===== src/rtl/serial_adder.sv =====
// Bit-serial adder: one full-adder stage reused for WIDTH cycles, with a start/done handshake.
// Optional signed-overflow output enabled by defining SERIAL_ADDER_OVF_EN.
module serial_adder #(
    parameter  int WIDTH = 8,
    localparam int CW    = $clog2(WIDTH + 1)
) (
    input  logic             clk,
    input  logic             rst,
    input  logic             start,
    input  logic [WIDTH-1:0] a,
    input  logic [WIDTH-1:0] b,
    input  logic             cin,
    output logic             busy,
    output logic             done,
    output logic [WIDTH-1:0] sum,
    output logic             cout
`ifdef SERIAL_ADDER_OVF_EN
    ,
    output logic             ovf
`endif
);

    typedef enum logic [1:0] {
        IDLE = 2'd0,
        RUN  = 2'd1,
        FIN  = 2'd2
    } state_t;

    state_t           state_q, state_d;
    logic [WIDTH-1:0] sh_a_q, sh_a_d;
    logic [WIDTH-1:0] sh_b_q, sh_b_d;
    logic [WIDTH-1:0] acc_q, acc_d;
    logic [WIDTH-1:0] sum_q, sum_d;
    logic             carry_q, carry_d;
    logic             cout_q, cout_d;
    logic [CW-1:0]    cnt_q, cnt_d;
    logic             bit_s, bit_c, last_bit, accept;
`ifdef SERIAL_ADDER_OVF_EN
    logic             ovf_q, ovf_d;
`endif

    // The single shared full-adder stage and handshake qualifiers
    always_comb begin
        bit_s    = sh_a_q[0] ^ sh_b_q[0] ^ carry_q;
        bit_c    = (sh_a_q[0] & sh_b_q[0]) | (sh_a_q[0] & carry_q) | (sh_b_q[0] & carry_q);
        last_bit = (state_q == RUN) && (cnt_q == CW'(WIDTH - 1));
        accept   = start && ((state_q == IDLE) || (state_q == FIN));
    end

    always_ff @(posedge clk or posedge rst) begin
        if (rst) begin
            state_q <= IDLE;
        end else begin
            state_q <= state_d;
        end
    end

    always_comb begin
        state_d = state_q;
        unique case (state_q)
            IDLE:    if (accept) state_d = RUN;
            RUN:     if (last_bit) state_d = FIN;
            FIN:     state_d = accept ? RUN : IDLE;
            default: state_d = IDLE;
        endcase
    end

    always_comb begin
        busy = (state_q == RUN);
        done = (state_q == FIN);
        sum  = sum_q;
        cout = cout_q;
`ifdef SERIAL_ADDER_OVF_EN
        ovf  = ovf_q;
`endif
    end

    // FIN accepts a new start just like IDLE, so back-to-back sums are WIDTH+1 cycles apart
    always_comb begin
        sh_a_d  = sh_a_q;
        sh_b_d  = sh_b_q;
        acc_d   = acc_q;
        carry_d = carry_q;
        cnt_d   = cnt_q;
        sum_d   = sum_q;
        cout_d  = cout_q;
`ifdef SERIAL_ADDER_OVF_EN
        ovf_d   = ovf_q;
`endif
        if (accept) begin
            sh_a_d  = a;
            sh_b_d  = b;
            carry_d = cin;
            acc_d   = '0;
            cnt_d   = '0;
        end else if (state_q == RUN) begin
            sh_a_d  = {1'b0, sh_a_q[WIDTH-1:1]};
            sh_b_d  = {1'b0, sh_b_q[WIDTH-1:1]};
            acc_d   = {bit_s, acc_q[WIDTH-1:1]};
            carry_d = bit_c;
            cnt_d   = cnt_q + CW'(1);
            if (last_bit) begin
                sum_d  = {bit_s, acc_q[WIDTH-1:1]};
                cout_d = bit_c;
`ifdef SERIAL_ADDER_OVF_EN
                // carry_q here is the carry into the MSB
                ovf_d  = carry_q ^ bit_c;
`endif
            end
        end
    end

    always_ff @(posedge clk or posedge rst) begin
        if (rst) begin
            sh_a_q  <= '0;
            sh_b_q  <= '0;
            acc_q   <= '0;
            carry_q <= 1'b0;
            cnt_q   <= '0;
            sum_q   <= '0;
            cout_q  <= 1'b0;
`ifdef SERIAL_ADDER_OVF_EN
            ovf_q   <= 1'b0;
`endif
        end else begin
            sh_a_q  <= sh_a_d;
            sh_b_q  <= sh_b_d;
            acc_q   <= acc_d;
            carry_q <= carry_d;
            cnt_q   <= cnt_d;
            sum_q   <= sum_d;
            cout_q  <= cout_d;
`ifdef SERIAL_ADDER_OVF_EN
            ovf_q   <= ovf_d;
`endif
        end
    end

endmodule


===== config.mk =====
export PLATFORM = sky130hd
export DESIGN_NAME = serial_adder
export DESIGN_NICKNAME = d
export VERILOG_FILES = /design/src/rtl/serial_adder.sv
export SDC_FILE = /design/constraint.sdc
export NUM_CORES = 1
export LEC_CHECK = 0
export ABC_AREA = 0
export BUFFER_PORTS_ARGS = -buffer_cell sky130_fd_sc_hd__buf_2
export CORE_MARGIN = 3
export CORE_UTILIZATION = 57
export DETAILED_ROUTE_END_ITERATION = 12
export HOLD_SLACK_MARGIN = 0.08
export PLACE_DENSITY = 0.82
export SKIP_CTS_REPAIR_TIMING = 1
export SYNTH_ARGS = -nofsm -noshare
export SYNTH_HDL_FRONTEND = slang
export SYNTH_SLANG_ARGS = --single-unit
export TNS_END_PERCENT = 50

===== constraint.sdc =====
create_clock -name clk -period 2.6 [get_ports clk]
set_input_delay 0.13 -clock clk [delete_from_list [all_inputs] [get_ports clk]]
set_output_delay 0.13 -clock clk [all_outputs]
set_load 0.02 [all_outputs]

==> qor.txt, run 1 <==
Status: finished clean
Clock Latency Late Sink: 0.33 ns
Hpwl dp: 1981 um
Row count: 18
Distinct cells, synth: 21
Clock sinks: 39
Met3 WL: 126 um
Port Buffers: 30
Largest net degree at the start of global routing: 40
Yosys top cell area share: 0.6070
Vias per cell: 5.833
First-pass GRT wire length: 4892 um
Crit end category: flip-flop
Final Hold Vio Count: 0
Min-Delay Path Class: input pin to flip-flop
Cell area after layout: 1886 um^2
Area of the die: 3494 um^2
Cell count after synthesis: 119
I/O Pins: 31
Crit path required time: 2.81 ns
Total CTS buffers: 5
Worst-Margin Slew: 0.7130 ns
Share of cells above drive strength 1: 0.2692
TritonRoute pass-1 iters: 4
Synth Area in XOR/XNOR: 0.005447
Total Power: 2.280 mW
Area of the multi-input gates: 586.8 um^2
FF+latch count, synth: 39
FMAX: 0.4826 GHz
Slew HR: 0.5226
Hold_sp: start
Filler Cells Inserted: 178
Total track usage: 0.1855
Mux cell area share after synthesis: 0.08171
Maximum vdd ir drop: 0.9422 mV
H-tree depth: 2
Core area: 2567 um^2
Antenna diode count: 0
Seq/Total Area, Yosys: 0.6070
Vias: 1,085
GR Overflow Total: 0
Post-synthesis simple-gate area fraction: 0.05214
Tcrit/Tclk final: 0.7970
Number of global-route vias before repair: 1,095
Root Driver: clkbuf_4
1st-iter DRT viols: 28
R2R Setup Slk: 0.53 ns
Number of routed nets with antenna violations: 0
TritonCTS clock tree: built
R2R depth: 3
Type of origin of the critical path: flip-flop
Critical R2R Capture: sum[5]
Pins Over Slew Limit: 0
Register area: 975.9 um^2
Post-Route WL: 2896 um
Leak: 1.032 nW
Highest metal layer with signal wires: met4
Initial antenna violation count: 0
Top cells by area, synth: dfrtp_1, a22o_1, a21o_1
WL met2: 1452 um
Slowest stage cell, crit path: nor3b_2
Final #Nets: 177
Bufs on Longest Clock Path: 2
Compound-gate portion of the synthesized area: 0.2054
Starting Density: 0.6262
Arrival time worst endpoint: 2.29 ns
Number of max-cap violations: 0
Crit-path cells: and2b_4, nor3b_2, mux2_1
Clk slew on worst S/H paths: 0.11 ns
Adder-Cell Fraction of Synth Area: 0.02023
Count of final setup violators: 0
Syn nets: 141
Die width: 59.11 um
Worst Skew: 0.009023 ns
Drt wl/cell: 15.57 um
Worst Setup SP: state_q[1]
Unrepaired setup endpoints after global routing: no
R2r startpoint: state_q[1]
Area leader, netlist: dfrtp_1
DRC viols: 0
Setup CP Type: flip-flop to flip-flop
Hold path cells: 3
Die H: 59.11 um
Sum Neg Setup Slack: 0 ns
Tmin final: 2.072 ns
Synth Cell Area: 1608 um^2
Largest family of logic cells by synthesized area: compound AO/OA/AOI/OAI gates
Cell Pwr Density: 1209 nW/um^2
Synth-to-Final Area Change: 17.28%
Hold path endpoint: state_q[0]
Max stage delay on crit path: 0.68 ns
Routability cong.: 0.6897
CP Max Fanout: 32
Syn Area/Cell: 13.51 um^2
Placed inst area: 1777 um^2
Syn. warnings: 0
Routed metal-1 wirelength: 1285 um
## where the power goes
| group | internal [mW] | leakage [nW] | switching (mW) |
|---|---|---|---|
| clock | 0.159 | 0.0386 | 0.181 |
| combinational | 0.446 | 0.495 | 0.460 |
| sequential | 0.867 | 0.499 | 0.166 |
## worst max path at each step
stage               endpoint  slack, ns  cells past startpoint
finish                sum[5]       0.53                      3
global placement      sum[2]       0.62                      3
global route          sum[7]       0.32                      3
CTS                   sum[5]       0.49                      3
detailed placement    sum[5]       0.51                      3
floorplan               cout       1.22                      5
## area by class of cell
class | count | area share
Inverter | 1 | 0.001991
Clock buffer | 8 | 0.03650
Tap cell | 30 | 0.01991
Sequential cell | 39 | 0.5176
Timing Repair Buffer | 37 | 0.1128
Multi-Input combinational cell | 71 | 0.3112
## worst max-delay path: cells and delay by family, from the launching register on
family / cells / cell delay, ns
flops: 1 / 0.39
simple gates: 2 / 1.18
mux: 1 / 0.39
## state kept, by name (all words and copies together) (netlist names)
register	flops
sh_a_q	8
sh_b_q	8
cnt_q	4
sum	8
state_q	2
carry_q	1
cout	1
acc_q	7
## placed cells by master, fill, tap and decap left out
cell type | Yosys | final
buf_2 | 6 | 30
dlygate4sd3_1 | 0 | 4
fa_1 | 1 | 1
clkbuf_8 | 0 | 2
nor2b_1 | 3 | 3
a21oi_1 | 1 | 1
mux2_1 | 9 | 9
o21ai_0 | 2 | 2
clkbuf_1 | 1 | 1
a22o_1 | 24 | 24
ha_1 | 1 | 1
a21o_1 | 14 | 14
nand4_1 | 1 | 1
clkbuf_4 | 0 | 5
nor2_1 | 2 | 2
nand2b_1 | 1 | 1
inv_1 | 1 | 1
and2b_4 | 1 | 1
dfrtp_1 | 39 | 39
nand2_1 | 6 | 6
nor3b_2 | 1 | 1
xnor2_1 | 1 | 1
mux2i_1 | 3 | 3
buf_4 | 1 | 3
## per-stage QoR
stage | util | hold WS (ns) | setup WS, ns | instances
after floorplan | - | 0.2468 | 1.218 | 119
after global placement | 0.6920 | 0.2530 | 0.6154 | 174
after detailed placement | 0.6920 | 0.2650 | 0.5132 | 174
after CTS | 0.7188 | -0.1045 | 0.4873 | 182
after global routing | 0.7344 | 0.08131 | 0.3234 | 186
final | 0.7344 | 0.08648 | 0.5279 | 186
## cells in the mapped netlist
master	n
mux2i_1	3
fa_1	1
xnor2_1	1
a21oi_1	1
buf_4	1
nor3b_2	1
a21o_1	14
o21ai_0	2
nor2_1	2
ha_1	1
buf_2	6
nand2b_1	1
nand2_1	6
mux2_1	9
a22o_1	24
dfrtp_1	39
nand4_1	1
and2b_4	1
nor2b_1	3
inv_1	1
clkbuf_1	1
## cells by family after synthesis
family | count (synthesis)
compound gates | 41
flops | 39
simple gates | 15
mux | 12
buf+inv | 9
fa+ha+maj | 2
xor+xnor | 1
## per-layer routing
layer	track usage	vias up
met5	0	-
met4	0.05825	0
met3	0.04575	5
met2	0.3028	25
met1	0.2449	547
li1	-	508
(Power assumes the default switching activity.)
==> run 2: changes to the inputs <==
--- a/config.mk
+++ b/config.mk
@@ -8,10 +8,10 @@
 export ABC_AREA = 0
 export BUFFER_PORTS_ARGS = -buffer_cell sky130_fd_sc_hd__buf_2
 export CORE_MARGIN = 3
-export CORE_UTILIZATION = 57
+export CORE_UTILIZATION = 53
 export DETAILED_ROUTE_END_ITERATION = 12
 export HOLD_SLACK_MARGIN = 0.08
-export PLACE_DENSITY = 0.82
+export PLACE_DENSITY = 0.77
 export SKIP_CTS_REPAIR_TIMING = 1
 export SYNTH_ARGS = -nofsm -noshare
 export SYNTH_HDL_FRONTEND = slang
==> constraint.sdc (replaced) <==
create_clock -name clk -period 2.2 [get_ports clk]
set_input_delay 0.11 -clock clk [delete_from_list [all_inputs] [get_ports clk]]
set_output_delay 0.11 -clock clk [all_outputs]
set_load 0.02 [all_outputs]
==> qor.txt, run 2 (synthesis gave the netlist of run 1 again) <==
Post-Layout Cell Count: 203 (was 186)
Port Buffers: 30 (unchanged)
H-tree depth: 2 (unchanged)
DRC viols: 0 (unchanged)
Count of final setup violators: 0 (unchanged)
Slowest stage cell, crit path: and2b_4 (was nor3b_2)
Number of max-cap violations: 0 (unchanged)
Final #Nets: 193 (was 177)
Sum Neg Setup Slack: 0 ns (unchanged)
Root Driver: clkbuf_4 (unchanged)
Largest net degree at the start of global routing: 40 (unchanged)
Placed Cells: 176 (was 174)
Tcrit/Tclk final: 0.8200 (was 0.7970)
Max stage delay on crit path: 0.50 ns (was 0.68 ns)
Leak: 1.113 nW (was 1.032 nW)
Bufs on Longest Clock Path: 2 (unchanged)
TritonRoute pass-1 iters: 4 (unchanged)
Arrival time worst endpoint: 2.05 ns (was 2.29 ns)
Worst-Margin Slew: 0.6604 ns (was 0.7130 ns)
CP Max Fanout: 32 (unchanged)
Clock Latency Late Sink: 0.36 ns (was 0.33 ns)
Pins Over Slew Limit: 0 (unchanged)
Vias: 1,126 (was 1,085)
Vias per cell: 5.547 (was 5.833)
Min-Delay Path Class: input pin to asynchronous set/reset pin (was input pin to flip-flop)
Synth-to-Final Area Change: 29.42% (was 17.28%)
Total Power: 2.895 mW (was 2.280 mW)
First-pass GRT wire length: 4554 um (was 4892 um)
Type of origin of the critical path: flip-flop (unchanged)
Total CTS buffers: 5 (unchanged)
Unrepaired setup endpoints after global routing: no (unchanged)
Row count: 19 (was 18)
Post-Route WL: 3033 um (was 2896 um)
Final Core Density: 0.7355 (was 0.7344)
FMAX: 0.5544 GHz (was 0.4826 GHz)
Routability cong.: 0.6823 (was 0.6897)
Antenna diode count: 0 (unchanged)
Number of routed nets with antenna violations: 0 (unchanged)
Die H: 61.08 um (was 59.11 um)
Share of cells above drive strength 1: 0.2558 (was 0.2692)
Die width: 61.08 um (was 59.11 um)
1st-iter DRT viols: 41 (was 28)
Starting Density: 0.5683 (was 0.6262)
Commonest non-fill, non-tap cell in the layout: dfrtp_1 (unchanged)
Core area: 2829 um^2 (was 2567 um^2)
Status: finished clean (unchanged)
TritonCTS clock tree: built (unchanged)
Cell Pwr Density: 1391 nW/um^2 (was 1209 nW/um^2)
Cell area after layout: 2081 um^2 (was 1886 um^2)
Crit end category: flip-flop (unchanged)
Largest delay contributor family on the critical path: simple AND/OR/NAND/NOR gates (unchanged)
I/O Pins: 31 (unchanged)
Area of the die: 3730 um^2 (was 3494 um^2)
Initial antenna violation count: 0 (unchanged)
Worst path bufs/invs: 1 (was 0)
Setup CP Type: flip-flop to flip-flop (unchanged)
Number of global-route vias before repair: 1,037 (was 1,095)
Slew HR: 0.5581 (was 0.5226)
Filler Cells Inserted: 201 (was 178)
Hpwl dp: 1877 um (was 1981 um)
Most frequent cells in the layout: dfrtp_1, buf_2, a22o_1, dlygate4sd3_1, a21o_1 (was dfrtp_1, buf_2, a22o_1, a21o_1, mux2_1)
Total track usage: 0.1730 (was 0.1855)
Drt wl/cell: 14.94 um (was 15.57 um)
Clock sinks: 39 (unchanged)
Tmin final: 1.804 ns (was 2.072 ns)
Placed inst area: 1785 um^2 (was 1777 um^2)
GR Overflow Total: 0 (unchanged)
Final Hold Vio Count: 0 (unchanged)
Maximum vdd ir drop: 0.8941 mV (was 0.9422 mV)
Crit-path cells: and2b_4, nor3b_2, buf_4, mux2_1 (was and2b_4, nor3b_2, mux2_1)
Crit path required time: 2.44 ns (was 2.81 ns)
Clk slew on worst S/H paths: 0.13 ns (was 0.11 ns)
Worst Skew: 0.01624 ns (was 0.009023 ns)
[run 2: cell count changes in the layout (fill, tap and decap cells not counted)]
cell | before | now
dlygate4sd3_1 | 4 | 19
bufinv_16 | 0 | 2
clkbuf_8 | 2 | 0
buf_4 | 3 | 4
clkbuf_1 | 1 | 0
clkinvlp_4 | 0 | 1
[run 2: metrics by stage]
step / hold slack (ns) / setup slack (ns)
after global routing: 0.4599 / 0.2956
after floorplan: 0.2268 / 0.8178
after CTS: -0.1535 / 0.4087
final: 0.4049 / 0.3961
after detailed placement: 0.2458 / 0.4409
after global placement: 0.2393 / 0.4644
[run 2: power by group]
part           switching (mW)  internal, mW  leakage (nW)
Clock                   0.244         0.353        0.0514
Combinational           0.533         0.546         0.563
Sequential              0.195          1.02         0.499
Total                   0.971          1.92          1.11
[run 2: path summary, 6_finish.rpt]
check | start | to | slack [ns] | cells past startpoint
setup / recovery | state_q[1] | cout | 0.40 | 4
hold / removal | rst | cnt_q[3] | 0.40 | 4
setup reg to reg | state_q[1] | cout | 0.40 | 4
hold reg to reg | sum[6] | sum[6] | 0.49 | 1
max in group asynchronous | rst | sh_b_q[6] | 1.44 | 4
min in group clk | sum[6] | sum[6] | 0.49 | 1
[run 2: worst reg2reg max path, cell delays in order, from the launching register on]
cell and delay [ns]:
dfrtp_1 0.41, and2b_4 0.50, nor3b_2 0.24, buf_4 0.20
mux2_1 0.33
[run 2: area by class of cell]
type	count	area, um^2	area share
Inverter	1	3.754	0.001804
Tap cell	31	38.79	0.01864
Clock inverter	3	67.56	0.03247
Timing Repair Buffer	53	370.4	0.1780
Clock buffer	5	37.54	0.01804
Multi-Input combinational cell	71	586.8	0.2820
Sequential cell	39	975.9	0.4690
[run 2: per-layer routing]
metal  vias up  track usage  wire length [um]
met5         -            0                 0
met4         0       0.1115                73
met3         7      0.04403               116
met2        29       0.2719              1481
met1       550       0.2119              1361
li1        540            -                 -
==> run 3: changes to the inputs <==
==> constraint.sdc (replaced) <==
create_clock -name clk -period 1.8 [get_ports clk]
set_input_delay 0.09 -clock clk [delete_from_list [all_inputs] [get_ports clk]]
set_output_delay 0.09 -clock clk [all_outputs]
set_load 0.02 [all_outputs]
==> qor.txt, run 3 (synthesis gave the netlist of run 1 again) <==
Status: complete, but fails checks (was finished clean)
Failing checks: negative setup slack
Area of the multi-input gates: 586.8 um^2 (unchanged)
Final #Nets: 195 (was 193)
Port Buffers: 30 (unchanged)
Die H: 61.08 um (unchanged)
Final Core Density: 0.7324 (was 0.7355)
Placed inst area: 1800 um^2 (was 1785 um^2)
Routability cong.: 0.7062 (was 0.6823)
Number of global-route vias before repair: 1,022 (was 1,037)
Largest net degree at the start of global routing: 40 (unchanged)
Most frequent cells in the layout: dfrtp_1, buf_2, a22o_1, dlygate4sd3_1, a21o_1 (unchanged)
Row count: 19 (unchanged)
Switching pwr: 1.213 mW (was 971.2 uW)
Share of cells above drive strength 1: 0.2644 (was 0.2558)
GR Overflow Total: 0 (unchanged)
Post-Layout Cell Count: 205 (was 203)
Pins Over Slew Limit: 0 (unchanged)
First-pass GRT wire length: 4774 um (was 4554 um)
Total CTS buffers: 5 (unchanged)
I/O Pins: 31 (unchanged)
Core area: 2829 um^2 (unchanged)
Comb power frac: 0.396 (was 0.373)
Register area: 975.9 um^2 (unchanged)
FMAX: 0.5270 GHz (was 0.5544 GHz)
Arrival time worst endpoint: 2.14 ns (was 2.05 ns)
Clock sinks: 39 (unchanged)
Filler Cells Inserted: 197 (was 201)
Crit end category: flip-flop (unchanged)
Antenna diode count: 0 (unchanged)
Post-Route WL: 3251 um (was 3033 um)
H-tree depth: 2 (unchanged)
Unrepaired setup endpoints after global routing: yes (was no)
Sum Neg Setup Slack: -0.7145 ns (was 0 ns)
Number of routed nets with antenna violations: 0 (unchanged)
Worst hold slack: 0.3241 ns (was 0.4049 ns)
Crit path required time: 2.04 ns (was 2.44 ns)
Clock Latency Late Sink: 0.36 ns (about the same)
Final Hold Vio Count: 0 (unchanged)
Maximum vdd ir drop: 1.210 mV (was 0.8941 mV)
Tcrit/Tclk final: 1.054 (was 0.8200)
Net Sw Frac: 0.3517 (was 0.3355)
Vias per cell: 5.663 (was 5.547)
Commonest non-fill, non-tap cell in the layout: dfrtp_1 (unchanged)
1st-iter DRT viols: 25 (was 41)
Root Driver: clkbuf_4 (unchanged)
Total Power: 3.450 mW (was 2.895 mW)
Placed Cells: 178 (was 176)
Vias: 1,161 (was 1,126)
Pre-CTS WS: -0.01518 ns (was 0.4409 ns)
Reg power frac: 0.434 (was 0.421)
Leak: 1.116 nW (was 1.113 nW)
Drt wl/cell: 15.86 um (was 14.94 um)
Worst Skew: 0.009883 ns (was 0.01624 ns)
Final worst slack: -0.09742 ns (was 0.3961 ns)
Count of final setup violators: 9 (was 0)
TritonRoute pass-1 iters: 4 (unchanged)
Clock power frac: 0.170 (was 0.206)
Setup CP Type: flip-flop to flip-flop (unchanged)
Die width: 61.08 um (unchanged)
TritonCTS clock tree: built (unchanged)
CP Max Fanout: 31 (was 32)
Area of the die: 3730 um^2 (unchanged)
Type of origin of the critical path: flip-flop (unchanged)
Cell Pwr Density: 1665 nW/um^2 (was 1391 nW/um^2)
Cell area after layout: 2072 um^2 (was 2081 um^2)
Tmin final: 1.897 ns (was 1.804 ns)
Min-Delay Path Class: input pin to flip-flop (was input pin to asynchronous set/reset pin)
Clk slew on worst S/H paths: 0.11 ns (was 0.13 ns)
Worst-Margin Slew: 0.9494 ns (was 0.6604 ns)
Slew HR: 0.3647 (was 0.5581)
DRC viols: 0 (unchanged)
Number of max-cap violations: 0 (unchanged)
Total track usage: 0.1874 (was 0.1730)
Synth-to-Final Area Change: 28.87% (was 29.42%)
Internal cell power: 2.237 mW (was 1.924 mW)
Starting Density: 0.5683 (unchanged)
Bufs on Longest Clock Path: 2 (unchanged)
Initial antenna violation count: 0 (unchanged)
[run 3: cell types whose count changed in the layout (fill, tap and decap cells not counted)]
cell / previous run / this run
buf_4: 4 / 6
bufinv_16: 2 / 1
clkinv_2: 0 / 1
clkinv_4: 0 / 1
clkinvlp_4: 1 / 0
[run 3: final cells by class]
type / instances / area share
Sequential cell: 39 / 0.4710
Multi-Input combinational cell: 71 / 0.2832
Timing Repair Buffer: 55 / 0.1860
Clock inverter: 3 / 0.02114
Tap cell: 31 / 0.01872
Clock buffer: 5 / 0.01812
Inverter: 1 / 0.001812
[run 3: worst max-delay path, stage by stage (launching register included)]
cell     delay (ns)
dfrtp_1        0.40
and2b_4        0.25
buf_4          0.31
nor3b_2        0.26
buf_4          0.23
mux2_1         0.34
[run 3: final timing paths]
path                                  from        to  slack (ns)  cells past startpoint
worst min-delay path                 start  cnt_q[0]        0.32                      4
worst min register to register      sum[7]    sum[7]        0.49                      1
worst max-delay path            state_q[1]      cout        -0.1                      5
min in group asynchronous              rst  cnt_q[2]        0.38                      4
worst max register to register  state_q[1]      cout        -0.1                      5
max in group asynchronous              rst      cout        1.09                      4
[run 3: layer usage]
metal	track usage	wire length (um)	vias up
met5	0	0	-
met4	0.1207	52	0
met3	0.05451	155	6
met2	0.2931	1750	29
met1	0.2260	1292	581
li1	-	-	545
[run 3: power groups by stage]
stage	Combinational [mW]	Clock, mW	Sequential, mW
finish	1.37	0.588	1.50
global route	1.52	0.637	1.54
CTS	1.35	0.598	1.50
detailed placement	1.35	0	1.51
global placement	1.29	0	1.49
floorplan	0.939	0	1.56
